==> src/rtl/mic_ram_pkg.sv <==
// Shared definitions for the mic-array ping-pong frame writer: FSM states,
// header field positions and the saturating drop counter helper.
package mic_ram_pkg;

    typedef enum logic [1:0] {
        ST_IDLE = 2'd0,
        ST_FILL = 2'd1,
        ST_HDR  = 2'd2,
        ST_DROP = 2'd3
    } state_t;

    localparam int SEQ_MSB  = 31;
    localparam int SEQ_LSB  = 16;
    localparam int DROP_MSB = 15;
    localparam int DROP_LSB = 0;

    localparam logic [3:0] BE_ALL = 4'hF;

    function automatic logic [15:0] sat_inc16(input logic [15:0] v);
        return (v == 16'hFFFF) ? v : v + 16'd1;
    endfunction

endpackage

==> src/rtl/mic_frame_ram_writer_if.sv <==
// Sample stream plus RAM s2 write port of the frame writer.
// master = the writer itself, slave = sample source / RAM side.
interface mic_frame_ram_writer_if #(
    parameter int ADDR_W = 10,
    parameter int DATA_W = 32
);
    logic              s_valid;
    logic [DATA_W-1:0] s_data;
    logic              s_ready;
    logic [ADDR_W-1:0] ram_block_s2_address;
    logic              ram_block_s2_chipselect;
    logic              ram_block_s2_clken;
    logic              ram_block_s2_write;
    logic [DATA_W-1:0] ram_block_s2_writedata;
    logic [3:0]        ram_block_s2_byteenable;

    modport master (
        input  s_valid, s_data,
        output s_ready,
        output ram_block_s2_address, ram_block_s2_chipselect, ram_block_s2_clken,
        output ram_block_s2_write, ram_block_s2_writedata, ram_block_s2_byteenable
    );

    modport slave (
        output s_valid, s_data,
        input  s_ready,
        input  ram_block_s2_address, ram_block_s2_chipselect, ram_block_s2_clken,
        input  ram_block_s2_write, ram_block_s2_writedata, ram_block_s2_byteenable
    );
endinterface

==> src/rtl/mic_frame_ram_writer.sv <==
// Ping-pong frame writer: fills one RAM half with samples, closes it with a
// {seq, drop_cnt} header word and flags it pending for the Nios to drain.
module mic_frame_ram_writer
    import mic_ram_pkg::*;
#(
    parameter int ADDR_W = 10,
    parameter int DATA_W = 32
) (
    input  logic                   clk_clk,
    input  logic                   reset_reset,
    input  logic                   enable,
    input  logic                   irq_ack,
    mic_frame_ram_writer_if.master bus,
    output logic                   ext_irq_adapter_new_signal,
    output logic                   ready_half,
    output logic [15:0]            frame_seq
);

    localparam int              HALF_W    = ADDR_W - 1;
    localparam logic [HALF_W-1:0] OFF_FIRST = HALF_W'(1);
    localparam logic [HALF_W-1:0] OFF_LAST  = {HALF_W{1'b1}};

    state_t              r_state;
    state_t              w_nxt_state;
    logic                r_fill_half;
    logic                r_rd_ptr;
    logic                r_commit;
    logic                r_commit_half;
    logic                r_s_ready;
    logic                r_wr;
    logic                r_irq;
    logic [1:0]          r_pending;
    logic [1:0]          w_pending_nxt;
    logic [15:0]         r_seq;
    logic [15:0]         r_drop_cnt;
    logic [HALF_W-1:0]   r_off;
    logic [ADDR_W-1:0]   r_addr;
    logic [ADDR_W-1:0]   w_addr_nxt;
    logic [DATA_W-1:0]   r_wdata;
    logic [DATA_W-1:0]   w_wdata_nxt;
    logic [DATA_W-1:0]   w_hdr;
    logic [3:0]          r_be;
    logic                w_accept;
    logic                w_wr_nxt;
    logic                w_s_ready_nxt;
    logic                w_ack_hit;
    logic                w_drop_acc;

    assign w_accept   = bus.s_valid & r_s_ready;
    assign w_ack_hit  = irq_ack & r_pending[r_rd_ptr];
    assign w_drop_acc = (r_state == ST_DROP) & w_accept;

    // Completed half is committed one cycle after its header write; an ack of
    // the other half in that same cycle still lands.
    assign w_pending_nxt[0] = (r_pending[0] | (r_commit & (r_commit_half == 1'b0)))
                              & ~(w_ack_hit & (r_rd_ptr == 1'b0));
    assign w_pending_nxt[1] = (r_pending[1] | (r_commit & (r_commit_half == 1'b1)))
                              & ~(w_ack_hit & (r_rd_ptr == 1'b1));

    // State register
    always_ff @(posedge clk_clk) begin
        if (reset_reset) begin
            r_state <= ST_IDLE;
        end else begin
            r_state <= w_nxt_state;
        end
    end

    // Next-state logic; HDR looks at the half it is about to switch to
    always_comb begin
        w_nxt_state = r_state;
        case (r_state)
            ST_IDLE: w_nxt_state = !enable ? ST_IDLE :
                                   (r_pending[r_fill_half] ? ST_DROP : ST_FILL);
            ST_FILL: w_nxt_state = (w_accept && (r_off == OFF_LAST)) ? ST_HDR : ST_FILL;
            ST_HDR:  w_nxt_state = !enable ? ST_IDLE :
                                   (r_pending[~r_fill_half] ? ST_DROP : ST_FILL);
            ST_DROP: w_nxt_state = !enable ? ST_IDLE :
                                   (r_pending[r_fill_half] ? ST_DROP : ST_FILL);
            default: w_nxt_state = ST_IDLE;
        endcase
    end

    // Output decode: next write beat and next s_ready
    always_comb begin
        w_hdr                     = '0;
        w_hdr[SEQ_MSB:SEQ_LSB]    = r_seq;
        w_hdr[DROP_MSB:DROP_LSB]  = r_drop_cnt;
        w_wr_nxt                  = 1'b0;
        w_addr_nxt                = '0;
        w_wdata_nxt               = '0;
        case (r_state)
            ST_FILL: begin
                if (w_accept) begin
                    w_wr_nxt    = 1'b1;
                    w_addr_nxt  = {r_fill_half, r_off};
                    w_wdata_nxt = bus.s_data;
                end else begin
                    w_wr_nxt    = 1'b0;
                end
            end
            ST_HDR: begin
                w_wr_nxt    = 1'b1;
                w_addr_nxt  = {r_fill_half, {HALF_W{1'b0}}};
                w_wdata_nxt = w_hdr;
            end
            default: w_wr_nxt = 1'b0;
        endcase
        w_s_ready_nxt = (w_nxt_state == ST_FILL) || (w_nxt_state == ST_DROP);
    end

    // Datapath, bookkeeping and registered outputs
    always_ff @(posedge clk_clk) begin
        if (reset_reset) begin
            r_fill_half   <= 1'b0;
            r_rd_ptr      <= 1'b0;
            r_pending     <= 2'b00;
            r_commit      <= 1'b0;
            r_commit_half <= 1'b0;
            r_seq         <= 16'd0;
            r_drop_cnt    <= 16'd0;
            r_off         <= OFF_FIRST;
            r_s_ready     <= 1'b0;
            r_wr          <= 1'b0;
            r_addr        <= '0;
            r_wdata       <= '0;
            r_be          <= 4'h0;
            r_irq         <= 1'b0;
        end else begin
            r_s_ready     <= w_s_ready_nxt;
            r_wr          <= w_wr_nxt;
            r_addr        <= w_addr_nxt;
            r_wdata       <= w_wdata_nxt;
            r_be          <= w_wr_nxt ? BE_ALL : 4'h0;
            r_commit      <= (r_state == ST_HDR);
            r_commit_half <= r_fill_half;
            r_pending     <= w_pending_nxt;
            r_irq         <= |w_pending_nxt;
            r_rd_ptr      <= w_ack_hit ? ~r_rd_ptr : r_rd_ptr;
            r_seq         <= r_commit ? r_seq + 16'd1 : r_seq;
            if (r_state == ST_HDR) begin
                r_fill_half <= ~r_fill_half;
                r_off       <= OFF_FIRST;
            end else if ((r_state == ST_FILL) && w_accept) begin
                r_off       <= r_off + HALF_W'(1);
            end else begin
                r_off       <= r_off;
            end
            // A drop landing on the commit cycle already belongs to the next frame
            if (r_commit) begin
                r_drop_cnt <= w_drop_acc ? 16'd1 : 16'd0;
            end else if (w_drop_acc) begin
                r_drop_cnt <= sat_inc16(r_drop_cnt);
            end else begin
                r_drop_cnt <= r_drop_cnt;
            end
        end
    end

    assign bus.s_ready                 = r_s_ready;
    assign bus.ram_block_s2_write      = r_wr;
    assign bus.ram_block_s2_chipselect = r_wr;
    assign bus.ram_block_s2_clken      = r_wr;
    assign bus.ram_block_s2_address    = r_addr;
    assign bus.ram_block_s2_writedata  = r_wdata;
    assign bus.ram_block_s2_byteenable = r_be;
    assign ext_irq_adapter_new_signal  = r_irq;
    assign ready_half                  = r_rd_ptr;
    assign frame_seq                   = r_seq;

endmodule

==> src/flat_wrapper.sv <==
// flat-port wrapper written by rule: the top's interface ports become plain ports
module mic_frame_ram_writer_flat import mic_ram_pkg::*;
#(
    parameter int ADDR_W = 10,
    parameter int DATA_W = 32
)
  (clk_clk, reset_reset, enable, irq_ack, ext_irq_adapter_new_signal, ready_half, frame_seq, bus_s_valid, bus_s_data, bus_s_ready, bus_ram_block_s2_address, bus_ram_block_s2_chipselect, bus_ram_block_s2_clken, bus_ram_block_s2_write, bus_ram_block_s2_writedata, bus_ram_block_s2_byteenable);
  mic_frame_ram_writer_if #(.ADDR_W(ADDR_W), .DATA_W(DATA_W)) bus_i ();
  input  logic clk_clk;
  input  logic reset_reset;
  input  logic enable;
  input  logic irq_ack;
  output logic ext_irq_adapter_new_signal;
  output logic ready_half;
  output logic [15:0] frame_seq;
  input wire logic [$bits(bus_i.s_valid)-1:0] bus_s_valid;
  input wire logic [$bits(bus_i.s_data)-1:0] bus_s_data;
  output wire logic [$bits(bus_i.s_ready)-1:0] bus_s_ready;
  output wire logic [$bits(bus_i.ram_block_s2_address)-1:0] bus_ram_block_s2_address;
  output wire logic [$bits(bus_i.ram_block_s2_chipselect)-1:0] bus_ram_block_s2_chipselect;
  output wire logic [$bits(bus_i.ram_block_s2_clken)-1:0] bus_ram_block_s2_clken;
  output wire logic [$bits(bus_i.ram_block_s2_write)-1:0] bus_ram_block_s2_write;
  output wire logic [$bits(bus_i.ram_block_s2_writedata)-1:0] bus_ram_block_s2_writedata;
  output wire logic [$bits(bus_i.ram_block_s2_byteenable)-1:0] bus_ram_block_s2_byteenable;
  assign bus_i.s_valid = bus_s_valid;
  assign bus_i.s_data = bus_s_data;
  assign bus_s_ready = bus_i.s_ready;
  assign bus_ram_block_s2_address = bus_i.ram_block_s2_address;
  assign bus_ram_block_s2_chipselect = bus_i.ram_block_s2_chipselect;
  assign bus_ram_block_s2_clken = bus_i.ram_block_s2_clken;
  assign bus_ram_block_s2_write = bus_i.ram_block_s2_write;
  assign bus_ram_block_s2_writedata = bus_i.ram_block_s2_writedata;
  assign bus_ram_block_s2_byteenable = bus_i.ram_block_s2_byteenable;
  mic_frame_ram_writer #(.ADDR_W(ADDR_W), .DATA_W(DATA_W)) u_core (.clk_clk(clk_clk), .reset_reset(reset_reset), .enable(enable), .irq_ack(irq_ack), .bus(bus_i), .ext_irq_adapter_new_signal(ext_irq_adapter_new_signal), .ready_half(ready_half), .frame_seq(frame_seq));
endmodule
==> config.mk <==
export PLATFORM = sky130hd
export DESIGN_NAME = mic_frame_ram_writer_flat
export DESIGN_NICKNAME = d
export VERILOG_FILES = /design/src/rtl/mic_ram_pkg.sv /design/src/rtl/mic_frame_ram_writer_if.sv /design/src/rtl/mic_frame_ram_writer.sv /design/src/flat_wrapper.sv
export SDC_FILE = /design/constraint.sdc
export NUM_CORES = 1
export LEC_CHECK = 0
export ABC_CLOCK_PERIOD_IN_PS = 5700
export CORE_MARGIN = 4
export CORE_UTILIZATION = 40
export CTS_CLUSTER_DIAMETER = 200
export DETAILED_ROUTE_END_ITERATION = 8
export GPL_TIMING_DRIVEN = 0
export PLACE_DENSITY = 0.79
export SYNTH_ARGS = -nofsm -noshare
export SYNTH_HDL_FRONTEND = slang
export SYNTH_SLANG_ARGS = --single-unit
==> constraint.sdc <==
create_clock -name clk_clk -period 5.7 [get_ports clk_clk]
set_clock_uncertainty 0.2 [all_clocks]
set_input_delay 1.425 -clock clk_clk [delete_from_list [all_inputs] [get_ports clk_clk]]
set_output_delay 1.425 -clock clk_clk [all_outputs]
set_load 0.005 [all_outputs]
== Yosys cells after proc, flatten, opt, wreduce, memory -nomap -nowiden ==
Index checks and enable logic that the tools add are counted.

* Output and inout port bits: 68
* Flip-flop bits (word level): 98

* Equal/unequal tests: 8
* Reduce and logical (&&, ||, !) cells: 9
* $lt $le $gt $ge: 3
* Add/sub/neg operators: 3
* Multiplexer cells: 23
* Bitwise operators: 16

{| class="wikitable"
|+ Operator list
! cell !! number
|-
| 32-bit one-hot mux with 2 select lines || 1
|-
| 16-bit two-way mux || 3
|-
| 16-bit by 1-bit adder with 16-bit output (second input constant) || 2
|-
| 32-bit two-way mux || 1
|-
| 10-bit one-hot mux with 2 select lines || 1
|-
| 16-bit equality test (second input constant) || 1
|-
| 10-bit two-way mux || 1
|-
| 2-bit two-way mux || 5
|-
| 9-bit by 1-bit adder with 9-bit output (second input constant) || 1
|-
| 1-bit bitwise AND || 9
|-
| 9-bit equality test (second input constant) || 1
|-
| 1-bit two-way mux || 8
|-
| 2-bit equality test (second input constant) || 3
|-
| 1-bit by 2-bit < comparator with 1-bit output (second input constant) || 3
|-
| 2-bit one-hot mux with 3 select lines || 1
|-
| 2-bit OR reduction || 3
|-
| 1-bit NOT || 5
|-
| 2-bit by 1-bit equality test with 1-bit output (second input constant) || 2
|-
| 4-bit two-way mux || 1
|-
| 1-bit logical AND || 2
|-
| 2-bit zero test || 1
|-
| 2-bit by 1-bit != test with 1-bit output (second input constant) || 1
|-
| 1-bit OR || 2
|-
| 1-bit one-hot mux with 2 select lines || 1
|-
| other kinds (3) || 3
|}

== Longest topological paths before layout ==
Gate-level depths: netlist of the first run.

* Word-level depth: 8
* Mapped depth: 8

== Worst setup path after synthesis of the first run ==
Ideal clock, no wire load.

* Path type: input -> register
* Start point: input bus_s_valid
* End point: register u_core.r_drop_cnt[13]
* Path buffers: 1
* Cell stages on the path: 5
* Setup time: 70 ps
* Data arrival time: 2645 ps
* Required time: 5430 ps
* Slack: 2785 ps
* Cell sequence: nand3_4 -> or3_1 -> buf_2 -> or4_1 -> a21oi_1

* Longest elaborated chain between the ends: 4

{| class="wikitable"
|+ Ends and longest elaborated chain
! element !! line !! RTL
|-
| start: declaration || flat_wrapper.sv:16 || <nowiki>input wire logic [$bits(bus_i.s_valid)-1:0] bus_s_valid;</nowiki>
|-
| 1-bit bitwise AND || mic_frame_ram_writer.sv:49 || <nowiki>assign w_accept = bus.s_valid & r_s_ready;</nowiki>
|-
| 1-bit bitwise AND || mic_frame_ram_writer.sv:51 || <nowiki>assign w_drop_acc = (r_state == ST_DROP) & w_accept;</nowiki>
|-
| 2-bit nonzero test (no source line) || -- ||
|-
| 2-bit AND reduction (no source line) || -- ||
|-
| end signal: assignment || mic_frame_ram_writer.sv:151 || <nowiki>r_drop_cnt <= w_drop_acc ? 16'd1 : 16'd0;</nowiki>
|-
| end signal: assignment || mic_frame_ram_writer.sv:153 || <nowiki>r_drop_cnt <= sat_inc16(r_drop_cnt);</nowiki>
|-
| end signal: assignment || mic_frame_ram_writer.sv:155 || <nowiki>r_drop_cnt <= r_drop_cnt;</nowiki>
|-
| end: declaration || mic_frame_ram_writer.sv:35 || <nowiki>logic [15:0] r_drop_cnt;</nowiki>
|}

No other way between the ends.
A chain may end at the register's enable or synchronous reset.

== Worst setup path in the final report of the first run ==
Ends and elaborated chain as after synthesis.

==> impl.org, run 1 <==
** Outcome
- Result of the run :: finished, final reports clean

** Critical path
- STA classifies the critical path endpoint as a flop.
- The setup check on the worst reg-to-reg path leaves a slack of 3.45 ns.
- Arr. time, crit path :: 3.37 ns
- In this run the worst path has a maximum fanout of 10.
- Reg-to-reg startpoint :: u_core.r_state[0]
- In this run the worst setup path begins at bus_s_valid.
- In this run the critical register-to-register path is captured at u_core.r_drop_cnt[13].
- Critical path startpoint category :: primary input
- Req. time, crit path :: between 5 and 6 ns
- Measured in cells, the most critical reg-to-reg path has a length of 6.
- Start-to-end type of the worst setup path :: in2reg

** Place
- Final HPWL from detailed placement :: ~7000 um
- Port Buffers :: ~100
- Including well taps, the total number of placed cells is 626.
- RePlAce Congestion :: 0.887

** Timing
- Worst slew margin relative to its limit :: between 60% and 70%
- The max-slew violation total from the final report came to 0.
- Number of failing setup endpoints in the final timing report :: 0
- Final Critical Period :: 3.28 ns
- Summed negative setup slack over all endpoints :: 0 ns
- Hold violation count in the final report :: 0
- Dividing the final minimum period by the clock period gives 57.6%.
- For the pin with the worst max-slew slack, the measured transition is 0.544 ns.
- Setup repair after global routing missed its margin :: false
- Timing would allow up to 305 MHz.

** Clock network
- Clk buf depth :: 2
- After clock tree synthesis, the clock-pin slew on the worst setup and hold paths is 0.09 ns.
- H-tree depth reported by CTS :: 3
- After clock tree synthesis, the repair step resized 0 gates.
- The clock net in this run drives a total of 94 sinks.
- The cell sitting at the root of the clock tree is a sky130_fd_sc_hd__clkbuf_8.
- Post-CTS setup-driven buffer insertion count :: 0
- Hold Buf Count CTS :: 0
- Worst skew pair latency :: 0.36 ns
- TritonCTS built the clock tree.
- Number of buffers created by CTS :: 9

** Cells and area
- In the final design database the tool counted 570 nets.
- For this run, the share of the core covered by cells in the final layout is ~56%.
- FF+latch area :: 0.00188 sq mm
- Number of standard cells in the layout, taps in and fillers out :: roughly 640
- Fraction of final layout cells with drive strength greater than 1 :: 5.85%
- Total of fill cells in the finished design :: 826
- Area Overhead vs Synth :: 36.4%
- 0 antenna diodes ended up in the layout.
- Summing all multi-input logic gate instances after layout gives 0.00170 sq mm.

** Global routing
- Number of global-route vias before repair :: ~3300
- Total GRT Usage :: 17.8%
- GR Overflow Total :: 0
- The first global-routing pass estimated between 15000 and 20000 um of wire.
- The number of antenna violations at the first check in global routing is 0.
- Largest net degree at the start of global routing :: 16

** Worst hold path
- Startpoint of the tightest hold check path :: u_core.r_off[8]
- Hold Crit Depth :: 2
- The worst hold path terminates at u_core.r_off[8].
- The path class of the tightest hold or removal check is reg2reg.

** Floorplan
- Die Outline Area :: 0.0110 sq mm
- From bottom edge to top edge, the die measures 105 um.
- Area of the core :: 0.00920 sq mm
- The die is 105 um wide.
- Starting density of the core :: 40.8%
- Row generation in the floorplan step produced 35 rows.
- # IOs :: 105

** Routing
- In the final routed layout, each cell accounts on average for about 15 um.
- Final WL :: 9940 um
- Vias per Instance :: 5.46
- For this run, the detailed router's first-pass iteration total came to 4.
- For this run, design rule violations remaining after detail routing come to 0.
- For this block, the initial DRC count from the detailed router was 164.
- The count of nets left with antenna violations once routing finished came out at 0.
- Via count :: about 3500

** Logic synthesis
- Share of the synthesized netlist area taken by xor and xnor gates :: 3.73%
- Gate count of the mapped netlist :: ~410
- Counting flops and latches in the post-synthesis netlist gives 94.
- The mapped netlist covers 0.00375 sq mm.
- Share of Yosys cell area claimed by the top area cell type :: 50.1%
- Main flop type after synthesis :: sky130_fd_sc_hd__dfxtp_1
- Of the total synthesized cell area, the portion taken by full adders, half adders and majority gates is under 10%.
- Cell type with the largest total area after synthesis :: sky130_fd_sc_hd__dfxtp_1
- Register area share after synthesis :: 50.1%
- Synthesized-area fraction occupied by and/or/nand/nor cells :: 22.6%
- The Yosys step of the flow raised 0 warnings.
- For this run, asynchronously set or reset flops after synthesis account for 0%.
- Proportion of synthesized area in mux cells :: 0.267%
- Largest cells by area after synthesis :: sky130_fd_sc_hd__dfxtp_1, sky130_fd_sc_hd__a22oi_1, sky130_fd_sc_hd__nor2_1
- Syn Area/Cell :: 9.14 sq um
- When the netlist entered floorplanning its net count stood at 455.
- Post-synthesis cell type count :: 44
- Yosys mapped a number of flops with a built-in enable equal to 0.
- By area, the combinational part of the netlist is dominated by simple AND/OR/NAND/NOR gates.
- Compound-gate portion of the synthesized area :: ~16%

** Run
- Number of maximum-capacitance violations :: 0

** Pwr
- Leak :: 1.73 nW
- Total power density per cell area :: 225 mW/mm^2
- Peak VDD IR :: 125 uV
==> layout make-up <==
type                    count  share of cell area, %
flip-flops and latches     94                   36.7
multi-input cells         277                   33.2
repair buffers            104                   20.3
plain buffers              32                   2.83
well taps                 111                   2.71
clock buffers              10                   2.49
clock inverters             5                   1.15
inverters                   8                  0.586
==> sequential cells by signal, summed over array words and instances, names as in the netlist <==
| register | cells |
|---|---|
| u_core.r_fill_half | 1 |
| u_core.frame_seq | 16 |
| u_core.ready_half | 1 |
| u_core.r_commit | 1 |
| u_core.bus.ram_block_s2_writedata | 32 |
| u_core.bus.ram_block_s2_address | 10 |
| u_core.bus.s_ready | 1 |
| u_core.r_state | 2 |
| u_core.r_drop_cnt | 16 |
| u_core.ext_irq_adapter_new_signal | 1 |
| u_core.r_commit_half | 1 |
| u_core.r_off | 9 |
| u_core.r_pending | 2 |
| u_core.bus.ram_block_s2_byteenable | 1 |
==> cells in the mapped netlist, types with 3 or more instances <==
master,number
sky130_fd_sc_hd__nand4_1,11
sky130_fd_sc_hd__xor2_1,7
sky130_fd_sc_hd__nor2_1,59
sky130_fd_sc_hd__clkbuf_1,21
sky130_fd_sc_hd__o31ai_1,9
sky130_fd_sc_hd__a21oi_1,23
sky130_fd_sc_hd__nand2_1,18
sky130_fd_sc_hd__a221oi_1,3
sky130_fd_sc_hd__and3_1,13
sky130_fd_sc_hd__dfxtp_1,94
sky130_fd_sc_hd__a22oi_1,33
sky130_fd_sc_hd__buf_1,3
sky130_fd_sc_hd__nor2b_1,3
sky130_fd_sc_hd__inv_1,8
sky130_fd_sc_hd__nand3_1,17
sky130_fd_sc_hd__and4_1,6
sky130_fd_sc_hd__or4_1,6
sky130_fd_sc_hd__buf_4,6
sky130_fd_sc_hd__o21ai_0,9
sky130_fd_sc_hd__xnor2_1,9
sky130_fd_sc_hd__or2_2,4
sky130_fd_sc_hd__ha_1,7
sky130_fd_sc_hd__nor3_1,6
sky130_fd_sc_hd__or3_1,8
==> cell usage in the layout (no fill, tap or decap), types with 3 or more instances in the layout <==
cell,count
sky130_fd_sc_hd__a21oi_1,23
sky130_fd_sc_hd__a221oi_1,3
sky130_fd_sc_hd__a22oi_1,33
sky130_fd_sc_hd__and3_1,13
sky130_fd_sc_hd__and4_1,6
sky130_fd_sc_hd__buf_1,3
sky130_fd_sc_hd__buf_4,6
sky130_fd_sc_hd__clkbuf_1,22
sky130_fd_sc_hd__clkbuf_8,9
sky130_fd_sc_hd__clkdlybuf4s50_1,104
sky130_fd_sc_hd__dfxtp_1,94
sky130_fd_sc_hd__ha_1,7
sky130_fd_sc_hd__inv_1,8
sky130_fd_sc_hd__nand2_1,18
sky130_fd_sc_hd__nand3_1,17
sky130_fd_sc_hd__nand4_1,11
sky130_fd_sc_hd__nor2_1,59
sky130_fd_sc_hd__nor2b_1,3
sky130_fd_sc_hd__nor3_1,6
sky130_fd_sc_hd__o21ai_0,9
sky130_fd_sc_hd__o31ai_1,9
sky130_fd_sc_hd__or2_2,4
sky130_fd_sc_hd__or3_1,8
sky130_fd_sc_hd__or4_1,6
sky130_fd_sc_hd__xnor2_1,9
sky130_fd_sc_hd__xor2_1,7
==> how the worst max path moves through the flow <==
stage	endpoint	slack (ns)	depth (start not counted)
after floorplan	u_core.r_drop_cnt[13]	2.79	5
after global placement	u_core.r_drop_cnt[13]	2.11	6
after detailed placement	u_core.r_drop_cnt[13]	2.07	6
after CTS	u_core.r_drop_cnt[13]	2.43	6
after global routing	u_core.r_drop_cnt[13]	2.37	6
final	u_core.r_drop_cnt[13]	2.42	6
==> kinds of logic after synthesis <==
| group | after synthesis |
|---|---|
| buffers and inverters | 40 |
| muxes | 1 |
| and+or+nand+nor | 163 |
| AOI/OAI and AO/OA | 90 |
| xor gates and xnor gates | 16 |
| DFF | 94 |
| adders and majority gates | 7 |
==> worst max-delay path, cell delays in order <==
cell,delay [ns]
sky130_fd_sc_hd__clkdlybuf4s50_1,0.56
sky130_fd_sc_hd__nand3_4,0.15
sky130_fd_sc_hd__or3_1,0.39
sky130_fd_sc_hd__buf_2,0.16
sky130_fd_sc_hd__or4_1,0.51
sky130_fd_sc_hd__a21oi_1,0.17
==> power by group <==
part	total (W)	internal [W]	switching [W]	leakage, nW
Clock	0.000433	0.000201	0.000232	0.0888
Sequential	0.000661	0.000659	0.00000260	0.757
Combinational	0.0000593	0.0000321	0.0000272	0.887
==> stage by stage <==
step	worst slack (ns)	instance area [sq um]	hold slack, ns	power, W
floorplan	2.79	3750	0.249	0.000697
global placement	2.11	4930	0.269	0.000734
detailed placement	2.07	4930	0.282	0.000735
CTS	2.43	5120	0.293	0.00116
global route	2.37	5120	0.326	0.00119
finish	2.42	5120	0.303	0.00115
==> per-layer routing <==
metal  wire (um)  GRT usage (%)
met1        4260           22.2
met2        4900           30.1
met3         640           4.14
met4         137           6.19
met5           0              0
No activity file was read; power rests on OpenSTA's default activity.
==> inputs of run 2 (changes only) <==
--- a/config.mk
+++ b/config.mk
@@ -5,7 +5,7 @@
 export SDC_FILE = /design/constraint.sdc
 export NUM_CORES = 1
 export LEC_CHECK = 0
-export ABC_CLOCK_PERIOD_IN_PS = 5700
+export ABC_CLOCK_PERIOD_IN_PS = 3160
 export CORE_MARGIN = 4
 export CORE_UTILIZATION = 40
 export CTS_CLUSTER_DIAMETER = 200
==> constraint.sdc (replaced) <==
create_clock -name clk_clk -period 3.16 [get_ports clk_clk]
set_clock_uncertainty 0.2 [all_clocks]
set_input_delay 0.79 -clock clk_clk [delete_from_list [all_inputs] [get_ports clk_clk]]
set_output_delay 0.79 -clock clk_clk [all_outputs]
set_load 0.005 [all_outputs]
==> results of run 2 <==
Same layout as run 1 (identical final DEF). Status: finished, final reports clean.
Main changes from that run: setup slack after placement 2.07 ns -> 0.165 ns; setup slack after layout 2.42 ns -> 0.513 ns; register-to-register setup slack 3.45 ns -> 0.91 ns; total power 0.00115 W -> 0.00208 W; worst IR drop on VDD 125 uV -> 226 uV
